--- config.mk ---
export PLATFORM = sky130hd
export DESIGN_NAME = mem_access_stage
export DESIGN_NICKNAME = d
export VERILOG_FILES = /design/src/rtl/riscv_pkg.sv /design/src/rtl/load_formatter.sv /design/src/rtl/mem_access_stage.sv
export SDC_FILE = /design/constraint.sdc
export NUM_CORES = 1
export LEC_CHECK = 0
export CORE_ASPECT_RATIO = 1.25
export CORE_MARGIN = 4
export CORE_UTILIZATION = 48
export CTS_CLUSTER_SIZE = 40
export DETAILED_ROUTE_END_ITERATION = 10
export GPL_TIMING_DRIVEN = 0
export PLACE_DENSITY = 0.9
export SETUP_SLACK_MARGIN = 0.02
export SYNTH_ARGS = -nofsm -noshare
export SYNTH_HDL_FRONTEND = slang
export SYNTH_SLANG_ARGS = --single-unit
--- constraint.sdc ---
create_clock -name clk -period 3.1 [get_ports clk]
set_input_delay 0.465 -clock clk [delete_from_list [all_inputs] [get_ports clk]]
set_output_delay 0.465 -clock clk [all_outputs]
set_load 0.01 [all_outputs]
--- src/rtl/riscv_pkg.sv ---
// Shared RV32 core definitions: funct3 codes,
// memory-stage FSM encoding and store-lane helpers.
package riscv_pkg;

  localparam logic [2:0] F3_B  = 3'b000;
  localparam logic [2:0] F3_H  = 3'b001;
  localparam logic [2:0] F3_W  = 3'b010;
  localparam logic [2:0] F3_BU = 3'b100;
  localparam logic [2:0] F3_HU = 3'b101;

  typedef enum logic [1:0] {
    ST_IDLE = 2'd0,
    ST_REQ  = 2'd1,
    ST_WAIT = 2'd2,
    ST_DONE = 2'd3
  } mstate_e;

  typedef struct packed {
    logic [2:0] f3;
    logic [1:0] off;
  } mreq_t;

  // Encodings that are undefined, or unsigned variants used by a store.
  function automatic logic f3_bad(
    input logic [2:0] f3,
    input logic       we
  );
    logic ld_only;
    logic known;
    ld_only = (f3 == F3_BU) || (f3 == F3_HU);
    known   = (f3 == F3_B) || (f3 == F3_H) ||
              (f3 == F3_W) || ld_only;
    return !known || (ld_only && we);
  endfunction

  function automatic logic misal(
    input logic [2:0] f3,
    input logic [1:0] off
  );
    logic h;
    logic w;
    h = (f3 == F3_H) || (f3 == F3_HU);
    w = (f3 == F3_W);
    return (h && off[0]) || (w && (off != 2'b00));
  endfunction

  // Size lives in funct3[1:0]: 00 byte, 01 half, 10 word.
  function automatic logic [3:0] be_of(
    input logic [2:0] f3,
    input logic [1:0] off
  );
    logic [3:0] be;
    be = 4'b1111;
    unique case (1'b1)
      f3[1:0] == 2'b00: be = 4'b0001 << off;
      f3[1:0] == 2'b01: be = off[1] ? 4'b1100 : 4'b0011;
      default:          be = 4'b1111;
    endcase
    return be;
  endfunction

  function automatic logic [31:0] wd_of(
    input logic [2:0]  f3,
    input logic [31:0] b
  );
    logic [31:0] wd;
    wd = b;
    unique case (1'b1)
      f3[1:0] == 2'b00: wd = {4{b[7:0]}};
      f3[1:0] == 2'b01: wd = {2{b[15:0]}};
      default:          wd = b;
    endcase
    return wd;
  endfunction

endpackage

--- src/rtl/load_formatter.sv ---
// Load data aligner: picks the byte/halfword at the
// access offset and sign- or zero-extends it.
module load_formatter
  import riscv_pkg::*;
(
  input  logic [31:0] drdata,
  input  logic [1:0]  offset,
  input  logic [2:0]  funct3,
  output logic [31:0] fmt
);

  logic [7:0]  b;
  logic [15:0] h;

  assign h = offset[1] ? drdata[31:16] : drdata[15:0];

  // Byte lane select
  always_comb begin
    b = drdata[7:0];
    unique case (offset)
      2'd0: b = drdata[7:0];
      2'd1: b = drdata[15:8];
      2'd2: b = drdata[23:16];
      2'd3: b = drdata[31:24];
    endcase
  end

  // Extension by access type; words pass through
  always_comb begin
    fmt = drdata;
    unique case (1'b1)
      funct3 == F3_B:  fmt = {{24{b[7]}}, b};
      funct3 == F3_BU: fmt = {24'h0, b};
      funct3 == F3_H:  fmt = {{16{h[15]}}, h};
      funct3 == F3_HU: fmt = {16'h0, h};
      default:         fmt = drdata;
    endcase
  end

endmodule

--- src/rtl/mem_access_stage.sv ---
// RV32 memory stage: load/store to handshaked data bus,
// with stall, load formatting and fault/timeout pulses.
module mem_access_stage
  import riscv_pkg::*;
#(
  parameter int unsigned TMO_CYCLES = 255,
  parameter int unsigned TMO_W      = 8
) (
  input  logic        clk,
  input  logic        rst_n,
  input  logic        mwmem,
  input  logic        mm2reg,
  input  logic [2:0]  mfunct3,
  input  logic [31:0] malu,
  input  logic [31:0] mb,
  output logic [31:0] mmo,
  output logic        mstall,
  output logic        mfault,
  output logic        dreq,
  output logic        dwe,
  output logic [31:0] daddr,
  output logic [3:0]  dbe,
  output logic [31:0] dwdata,
  input  logic        dgnt,
  input  logic        drvalid,
  input  logic [31:0] drdata
);

  localparam bit             TEN  = (TMO_CYCLES != 0);
  localparam logic [TMO_W:0] TLIM = TMO_CYCLES[TMO_W:0];
  localparam logic [TMO_W:0] ONE  = {{TMO_W{1'b0}}, 1'b1};

  mstate_e          st;
  mreq_t            rq;
  logic [TMO_W-1:0] tcnt;
  logic [TMO_W:0]   tnext;
  logic             acc;
  logic             bad;
  logic             ok;
  logic             tmo;
  logic             ld_done;
  logic [31:0]      fmt;

  assign acc = mwmem ^ mm2reg;
  assign bad = (mwmem & mm2reg) |
               (acc & (f3_bad(mfunct3, mwmem) |
                       misal(mfunct3, malu[1:0])));
  assign ok  = acc & ~bad;

  assign mstall = ((st == ST_IDLE) & ok) |
                  (st == ST_REQ) | (st == ST_WAIT);

  // tnext is the count after this cycle; >= keeps the
  // abort sticky across the REQ->WAIT hand-off.
  assign tnext = {1'b0, tcnt} + ONE;
  assign tmo   = TEN && (tnext >= TLIM);

  assign ld_done = ~dwe & drvalid &
                   (((st == ST_REQ) & dgnt) | (st == ST_WAIT));

  load_formatter u_fmt (
    .drdata (drdata),
    .offset (rq.off),
    .funct3 (rq.f3),
    .fmt    (fmt)
  );

  // Access FSM with registered bus outputs and fault pulse
  always_ff @(posedge clk or negedge rst_n) begin
    if (!rst_n) begin
      st     <= ST_IDLE;
      rq     <= '0;
      tcnt   <= '0;
      dreq   <= 1'b0;
      dwe    <= 1'b0;
      daddr  <= '0;
      dbe    <= '0;
      dwdata <= '0;
      mmo    <= '0;
      mfault <= 1'b0;
    end else begin
      mfault <= 1'b0;
      unique case (st)
        ST_IDLE: begin
          if (ok) begin
            rq.f3  <= mfunct3;
            rq.off <= malu[1:0];
            dreq   <= 1'b1;
            dwe    <= mwmem;
            daddr  <= {malu[31:2], 2'b00};
            dbe    <= be_of(mfunct3, malu[1:0]);
            dwdata <= wd_of(mfunct3, mb);
            tcnt   <= '0;
            st     <= ST_REQ;
          end else if (bad) begin
            mfault <= 1'b1;
          end
        end
        ST_REQ: begin
          tcnt <= tnext[TMO_W-1:0];
          if (dgnt) begin
            dreq <= 1'b0;
            if (ld_done) mmo <= fmt;
            st <= (dwe || drvalid) ? ST_DONE : ST_WAIT;
          end else if (tmo) begin
            dreq   <= 1'b0;
            mfault <= 1'b1;
            st     <= ST_IDLE;
          end
        end
        ST_WAIT: begin
          tcnt <= tnext[TMO_W-1:0];
          if (ld_done) begin
            mmo <= fmt;
            st  <= ST_DONE;
          end else if (tmo) begin
            mfault <= 1'b1;
            st     <= ST_IDLE;
          end
        end
        ST_DONE: begin
          st <= ST_IDLE;
        end
      endcase
    end
  end

endmodule
==> out/metrics.cfg <==
[status]
status=finished, final reports clean

[sta]
fmax_mhz=353
period_needed_ns=2.84
min_period_over_period_pct=91.5
worst_slack_ns=0.264
rsz0062_at_grt=no
setup_viol=0
relSlewSlack_pct=36.0
hold_viol=0
clock_skew_ns=0.00601
drv_slew=0
worstMarginPinSlew_ns=0.957

[placement]
post-dp-hpwl_um=13600
port-buffer-count=206
dp_cells=882
routabilityCongestion=0.888
dpl-instance-area_um2=7840
dp_worst_setup_slack_ns=-0.343

[yosys]
ys_types=45
yosysWarnings=0
synth.area.top_cells=dfrtp_1 (52%), mux2_1 (8.1%), mux2i_1 (7.3%)
synth_flop_cell=dfrtp_1
synth_cells=539
synth_async_sr_flop_share_pct=100
syn_area_per_cell_um2=10.4
synth_top_area_share_pct=52.0
synth_seq_area_share_pct=52.0
netlist_area_um2=5580
synth_top_area_cell=dfrtp_1
synth_edf_count=0
ys_seq_elements=116

[critical_path]
cp-startpoint=mfunct3[0]
endpoint=mstall
end_kind=output pin
crit_fanout=19
required_ns=2.63
r2r_slack_ns=0.69
reg2regPathDepth=9
r2r_start=st[0]
cp-start-kind=primary input
cp.arrival_ns=2.37
critPathKind=in2out
r2r-end=mmo[16]

[finish]
final_common_cell=clkdlybuf4s50_1
final_area_um2=8520
nNetsFinal=879
layout-drive-gt1-share_pct=5.91
layout_common_cells=clkdlybuf4s50_1 (204), dfrtp_1 (116), nand2_1 (74), o21ai_0 (49), mux2i_1 (41)
area_growth_pct=52.5
stdcell_count=914
n_antenna_cell=0

[power_and_ir_drop]
power.leakage_nw=3.76
internal_power_mw=5.69
switchingPower_mw=2.90
switching_share_pct=33.7
irDropWorstVdd_uv=641
pwr-share-clk_pct=26.0
power.share.combinational_pct=42.5
seqPwrFrac_pct=31.5
powerDensity_nw_per_um2=1010

[routing]
wire_per_inst_um=20.4
drt_wl_total_um=18600
met3_length_um=1600
vias=5198
met1_length_um=6490
drt_pass1_iterations=4
antenna_left=0
drtIter0Drc=291
routed_via_density=5.69
route.met2.wl_um=9930
highest_layer=met4
route.detailed.drc=0

[clock_network]
clockBufferDepth=2
clk_pin_slew_ns=0.05
cts_root_buffer=clkbuf_16
cts_max_level=4
insertion_delay_ns=0.41
cts_tree=yes
cts_made_buffers=17
ctsHoldBuffers=0
cts.sinks=116

[floorplanning]
ios=209
rows=43
coreArea_um2=11200
dieArea_um2=13400
die_y_um=129
start_util_pct=49.7
die_w_um=104

[global_route]
grt_first_pass_wirelength_um=29600
grt_max_degree=63
gr-usage-all-layers_pct=28.1
gr-total-overflow=0
grt_pass1_vias=5731
antenna_found_initial=0

[hold_path]
hold_class=in2async

[run]
cap_viol_max_count=0

## worst max-delay path, cell delays in order
cell and delay, ns:
clkdlybuf4s50_1 0.49, or4_4 0.57, a211o_1 0.32, buf_6 0.19, nand2_1 0.06, dlygate4sd2_1 0.27
## what timing repair did
item                       CTS  global route
gates resized for setup      2             0
buffers inserted             1             0
setup endpoints to repair    1             0
## per-layer routing
metal  track usage (%)  vias to the layer above
met5                 0                        -
met4              12.4                        0
met3              9.18                       47
met2              52.3                      247
met1              28.7                     2562
li1                  -                     2342
## cells in the mapped netlist (8+ instances only)
| cell type | instances |
|---|---|
| a21oi_1 | 25 |
| inv_1 | 15 |
| o22a_1 | 9 |
| nor2b_1 | 8 |
| nand2_1 | 74 |
| o21ai_1 | 11 |
| ha_1 | 8 |
| clkbuf_1 | 23 |
| mux2i_1 | 41 |
| mux2_1 | 40 |
| nand3_1 | 36 |
| o21ai_0 | 49 |
| dfrtp_1 | 116 |
| nor2_1 | 23 |
## power groups by stage
stage	registers, mW	logic, mW	clock network, mW
6_report	2.71	3.65	2.23
5_1_grt	2.78	3.94	2.32
4_1_cts	2.70	3.67	2.24
3_5_place_dp	2.69	3.61	0
3_3_place_gp	2.63	3.49	0
2_1_floorplan	2.92	1.37	0
## state kept, by name, summed over array words and instances, names as in the netlist
| name | cells |
|---|---|
| dbe | 4 |
| daddr | 30 |
| dreq | 1 |
| tcnt | 8 |
| dwdata | 32 |
| mmo | 32 |
| st | 2 |
| dwe | 1 |
| mfault | 1 |
| rq | 5 |
## layout make-up
| cell class | instances | area, um2 |
|---|---|---|
| Buffer | 32 | 166 |
| Clock buffer | 23 | 468 |
| Clock inverter | 9 | 199 |
| Fill cell | 685 | 2730 |
| Inverter | 15 | 56.3 |
| Multi-Input combinational cell | 376 | 2460 |
| Sequential cell | 116 | 2900 |
| Tap cell | 135 | 169 |
| Timing Repair Buffer | 208 | 2090 |
## how the worst min path moves through the flow
stage,startpoint,to,cells past startpoint
after floorplan,rst_n,daddr[10],0
after global placement,dwdata[24],dwdata[24],2
after detailed placement,dwdata[30],dwdata[30],2
after CTS,rst_n,dwdata[1],1
after global routing,rst_n,dwdata[1],1
final,rst_n,dwdata[1],1
## cell families after synthesis
logic type | count (synthesis) | synth area share (%)
DFF | 116 | 52.0
muxes | 84 | 16.0
adders and majority gates | 8 | 1.79
and+or+nand+nor | 158 | 12.6
buffers and inverters | 48 | 4.06
xor gates and xnor gates | 3 | 0.471
other | 1 | 0.0672
AOI/OAI and AO/OA | 121 | 13.0
## through the flow
stage | total power [mW] | util, % | hold WS [ns] | setup TNS, ns
final | 8.59 | 75.7 | 0.112 | 0
after global routing | 9.05 | 75.7 | 0.155 | 0
after CTS | 8.61 | 75.7 | 0.135 | 0
after detailed placement | 6.30 | 69.8 | 0.474 | -0.343
after global placement | 6.13 | 69.5 | 0.462 | -310.51
after floorplan | 4.28 | - | 0.169 | 0
(Power assumes the default switching activity.)
==> variant 1, RTL diff (same flow settings) <==
`TMO_CYCLES`: 255 -> 191.
--- a/src/rtl/mem_access_stage.sv
+++ b/src/rtl/mem_access_stage.sv
@@ -4,5 +4,5 @@
   import riscv_pkg::*;
 #(
-  parameter int unsigned TMO_CYCLES = 255,
+  parameter int unsigned TMO_CYCLES = 191,
   parameter int unsigned TMO_W      = 8
 ) (
Formal check against the unedited RTL: same outputs for any inputs over 4 cycles, from zero or initial values and one cycle with rst_n low; that may be too few to reach the edited logic, so the function may still have changed.
==> variant 1 against the unedited design <==
  * Area after synthesis is 2.5% higher
  * Final area is 0.97% higher
  * Largest cell class unchanged
  * Setup slack worse by 0.16 ns
  * Via count is 0.21% lower
  * Sequential share of layout area is 0.33 points lower
  * Sequential cell count stayed put
  * Wire length is 1.9% lower
  * Highest routed layer unchanged
  * Total power is 0.11% higher
  * Critical path type unchanged
==> variant 1: results (changes against the unedited design) <==
STA
  – Worst Hold Slack: 0.1705 ns (+0.05813 ns)
  – Pin slew with the least headroom to its limit: 0.9051 ns (-0.05199 ns)

Synthesis
  – Xor/xnor share of the synthesized area: 0.3059% (-0.16 points)
  – Post-synthesis adder-cell area fraction: 1.748% (-0.044 points)
  – Compound-cell area share of the yosys netlist: 13.79% (+0.77 points)

Layout
  – Number of multi-input logic gates: 377 (+0.27%)
  – Area growth from synthesis to final layout: 50.20%
  – Final non-clock buffer share: 26.39% (-0.14 points)
  – Filler instances: 799 (+17%)

Global route
  – Pin count of the biggest net entering global routing: 70 (+11%)

Detailed routing
  – Detailed-routed wire length on met2: 9342 um (-5.9%)
  – Initial DRC count: 306 (+5.2%)
  – Average routed wire per standard cell: 19.52 um (-4.2%)

Setup path
  – Slowest CP cell: sky130_fd_sc_hd__clkdlybuf4s50_1
  – R2r worst-path depth: 8 (-1)
  – CP arrival: 2.54 ns (+0.17 ns)

Pwr
  – P per Cell Area: 1000 nW/um2 (-0.85%)
  – Share of total power in the clock network: 22.7% (-3.3 points)

CTS
  – Count of cells resized by post-cts repair: 1 (-1)
  – Number of buffers inserted to repair setup after CTS: 0 (-1)

Place
  – Final weighted congestion in routability-driven placement: 0.9225 (+3.9%)
  – Worst slack, placed: -0.2276 ns (+0.1152 ns)
  – Total half-perimeter wirelength after legalization and detailed placement: 13580 um (about the same)

Status
  – Result of the run: completed

Floorplan
  – Total number of placement rows: 44 (+2.3%)
-- variant 1: cell count changes in the layout (fill, tap and decap cells not counted), sizes merged, moves of 6 or more --
cell and delta:
nand3 -32, a21oi +23, o21ai -11, nor2 +10
nor3 +9, o22a -8, mux2i -7, a211o +6
-- variant 1: worst max-delay path by stage --
stage,to,from,cells past startpoint,slack (ns)
6_report,mstall,malu[0],7,0.1
3_3_place_gp,dwdata[23],rst_n,1,-2.71
3_5_place_dp,mstall,mwmem,8,-0.23
4_1_cts,mstall,malu[1],7,0.06
5_1_grt,mstall,malu[0],7,0.02
2_1_floorplan,mstall,mfunct3[0],7,0.87
-- variant 1: kinds of logic (layout without fill, tap and decap cells) --
kind of cell | after synthesis | in the layout
AOI/OAI and AO/OA | 134 | 134
xor gates and xnor gates | 2 | 2
adders and majority gates | 8 | 8
buffers and inverters | 45 | 282
DFF | 116 | 116
muxes | 78 | 78
other | 1 | 2
and+or+nand+nor | 153 | 153
==> variant 2, RTL diff (same settings) <==
Made on the original files. Put one more register stage on the output `mfault`, cleared by the reset. The value now appears one clock later. The other outputs are not delayed to match.
--- a/src/rtl/mem_access_stage.sv
+++ b/src/rtl/mem_access_stage.sv
@@ -30,4 +30,6 @@
   localparam logic [TMO_W:0] TLIM = TMO_CYCLES[TMO_W:0];
   localparam logic [TMO_W:0] ONE  = {{TMO_W{1'b0}}, 1'b1};
+
+  logic mfault_s0;
 
   mstate_e          st;
@@ -78,7 +80,7 @@
       dwdata <= '0;
       mmo    <= '0;
-      mfault <= 1'b0;
+      mfault_s0 <= 1'b0;
     end else begin
-      mfault <= 1'b0;
+      mfault_s0 <= 1'b0;
       unique case (st)
         ST_IDLE: begin
@@ -94,5 +96,5 @@
             st     <= ST_REQ;
           end else if (bad) begin
-            mfault <= 1'b1;
+            mfault_s0 <= 1'b1;
           end
         end
@@ -105,5 +107,5 @@
           end else if (tmo) begin
             dreq   <= 1'b0;
-            mfault <= 1'b1;
+            mfault_s0 <= 1'b1;
             st     <= ST_IDLE;
           end
@@ -115,5 +117,5 @@
             st  <= ST_DONE;
           end else if (tmo) begin
-            mfault <= 1'b1;
+            mfault_s0 <= 1'b1;
             st     <= ST_IDLE;
           end
@@ -126,3 +128,11 @@
   end
 
+  always_ff @(posedge clk or negedge rst_n) begin
+    if (!rst_n) begin
+      mfault <= '0;
+    end else begin
+      mfault <= mfault_s0;
+    end
+  end
+
 endmodule
Formal check against the unedited RTL: not equivalent (Yosys sat finds a counterexample within 4 cycles, from zero or initial values and one cycle with rst_n low).
==> variant 2 against the unedited design <==
  * Die area grew 0.84%
  * Final cell count grew 1.9%
  * Critical path depth grew 1
  * Clock power shrank 14%
  * Register-to-register slack gained 0.15 ns
  * Worst hold slack lost 0.092 ns
  * Area after synthesis grew 0.90%
  * Final area grew 0.10%
  * Wire length shrank 7.9%
  * Setup slack lost 0.18 ns
  * Count of clock-buffer cells in the layout is the same
  * Sequential cell count grew 1
  * Total power shrank 3.1%
  * Critical path type unchanged
  * Largest power group unchanged
==> variant 2: results (changes against the unedited design) <==
CTS
  – Clock Tree Root: sky130_fd_sc_hd__clkbuf_16
  – TritonCTS buffer count: 17 (unchanged)
  – CTS max path bufs: 2 (unchanged)
  – Worst-skew pair later-pin latency: 0.40 ns
  – Number of buffers inserted to repair setup after CTS: 0 (-1)
  – Clock transition at path regs: 0.05 ns (about the same)
  – Number of H-tree branching levels: 4 (unchanged)
  – Count of cells resized by post-cts repair: 1 (-1)

Status
  – Result of the run: completed

Place
  – Worst slack, placed: -0.2216 ns (+0.1212 ns)
  – Total half-perimeter wirelength after legalization and detailed placement: 13050 um (-3.8%)
  – Final weighted congestion in routability-driven placement: 0.8857 (-0.25%)
  – Post-Place Cells: 898 (+1.8%)
  – IO buf count: 206 (unchanged)

Setup path
  – CP arrival: 2.55 ns (+0.18 ns)
  – Slowest CP cell: sky130_fd_sc_hd__clkdlybuf4s50_1
  – Cell type group with the largest total delay on the critical path: buffers and inverters
  – Biggest cell delay along the critical path: 0.54 ns (-0.03 ns)
  – Crit Path Max Fanout: 19 (unchanged)

Global route
  – Antenna violations before repair: 0 (unchanged)
  – Overall routing resource usage: 25.65% (-2.4 points)
  – Number of global-route vias before repair: 5412 (-5.6%)
  – Pin count of the biggest net entering global routing: 68 (+7.9%)
  – Wire length of the first global-routing pass: 27650 um (-6.4%)

Pwr
  – Leak pwr: 3.665 nW (-2.5%)
  – Worst-case vdd ir drop: 0.5527 mV (-14%)

Detailed routing
  – Count of TritonRoute iterations in the first routing pass: 5 (+1)
  – Vias per std cell: 5.557 (-2.3%)
  – Initial DRC count: 287 (-1.4%)
  – Average routed wire per standard cell: 18.42 um (-9.5%)

Layout
  – Largest registers in the final layout: dwdata: 32 flops, mmo: 32 flops, daddr: 30 flops
  – Filler instances: 847 (+24%)
  – Final nets: 893 (+1.6%)
  – Share of layout cells above drive strength 1: 7.062% (+1.2 points)
  – N_diodes: 0 (unchanged)
  – Final standard cell count with taps included and fillers excluded: 931 (+1.9%)

STA
  – Pin slew with the least headroom to its limit: 0.8929 ns (-0.06415 ns)
  – Clock skew after layout: 0.006554 ns (+0.0005438 ns)

Synthesis
  – Gate count of the mapped netlist: 552 (+2.4%)
  – Unique cell type count in the Yosys netlist: 50 (+11%)
  – Async SR Flop Fraction: 100.0% (unchanged)
  – Ranking of synthesized cells by instance count: sky130_fd_sc_hd__dfrtp_1, sky130_fd_sc_hd__nand2_1, sky130_fd_sc_hd__a21oi_1
  – Sequential fraction of the synthesis area: 51.97% (about the same)
  – Top cells by area in the synthesized netlist: sky130_fd_sc_hd__dfrtp_1, sky130_fd_sc_hd__mux2_1, sky130_fd_sc_hd__mux2i_1, sky130_fd_sc_hd__a21oi_1, sky130_fd_sc_hd__nand2_1
  – Count of yosys warnings during synthesis: 0 (unchanged)

Floorplan
  – Horizontal die dimension: 104.9 um (+0.42%)

Worst hold path
  – Hold Crit Class: in -> async
==> variant 2: cell types whose count changed in the layout (fill, tap and decap cells not counted), sizes merged, moves of 4 or more <==
cell and change:
buf +6, nand3 -33, a22o -7, nor2 +23, nand2 -4, bufinv -4, o22a -8, a21oi +29
clkbuf -5, a31oi +8, mux2i -12, o21ai -4
==> variant 2: power by group <==
group | internal (mW) | switching [mW]
logic | 1.95 | 1.79
clock network | 1.26 | 0.650
registers | 2.24 | 0.440
total | 5.45 | 2.88
==> variant 2: per-stage QoR <==
| stage | total power, mW | cell area, um2 | utilization (%) | hold WS, ns |
|---|---|---|---|---|
| 6_report | 8.330 | 8526 | 73.74 | 0.01995 |
| 5_1_grt | 8.848 | 8526 | 73.74 | 0.04579 |
| 4_1_cts | 8.385 | 8487 | 73.41 | 0.02598 |
| 3_5_place_dp | 6.426 | 7901 | 68.34 | 0.3365 |
| 3_3_place_gp | 6.239 | 7873 | 68.10 | 0.3378 |
| 2_1_floorplan | 4.400 | 5638 | - | 0.1694 |
==> variant 2: worst paths after layout <==
path,start,to,slack (ns),cells after the start
setup / recovery,mwmem,mstall,0.08,7
max in group asynchronous,rst_n,mmo[6],2.38,2
hold / removal,rst_n,mfault,0.02,1
min in group clk,mfault_s0,mfault,0.34,0
setup reg to reg,st[1],mmo[19],0.84,7
hold reg to reg,mfault_s0,mfault,0.34,0
==> variant 2: logic make-up after synthesis <==
| kind of cell | count (synthesis) | synth area share, % |
|---|---|---|
| flip-flops | 117 | 51.97 |
| AO/OA/AOI/OAI | 153 | 15.95 |
| multiplexers | 74 | 14.35 |
| AND/OR/NAND/NOR | 151 | 11.75 |
| buffers and inverters | 48 | 4.153 |
| adder cells (fa/ha/maj) | 8 | 1.777 |
| other | 1 | 0.06656 |
==> variant 2: cell type report <==
cell class	count	share of cell area [%]
buffer	32	2.099
timing repair buffer	209	24.70
clock buffer	23	5.724
inverter	15	0.6604
sequential	117	34.34
clock inverter	9	1.174
multi-input combinational	388	29.28
tap	138	2.025
==> variant 2: worst register-to-register path, stage by stage (launching register included) <==
cell	delay, ns
sky130_fd_sc_hd__dfrtp_1	0.42
sky130_fd_sc_hd__inv_1	0.16
sky130_fd_sc_hd__ha_1	0.27
sky130_fd_sc_hd__nand2_1	0.13
sky130_fd_sc_hd__a21oi_1	0.48
sky130_fd_sc_hd__clkbuf_1	0.45
sky130_fd_sc_hd__nor2_1	0.12
sky130_fd_sc_hd__a21oi_1	0.17
==> variant 2: layer usage <==
| layer | global-route usage, % | up-vias | wire [um] |
|---|---|---|---|
| met4 | 10.97 | 0 | 512 |
| met5 | 0 | - | 0 |
| met1 | 30.19 | 2495 | 6573 |
| met3 | 6.477 | 43 | 1372 |
| met2 | 44.84 | 255 | 8693 |
| li1 | - | 2381 | - |
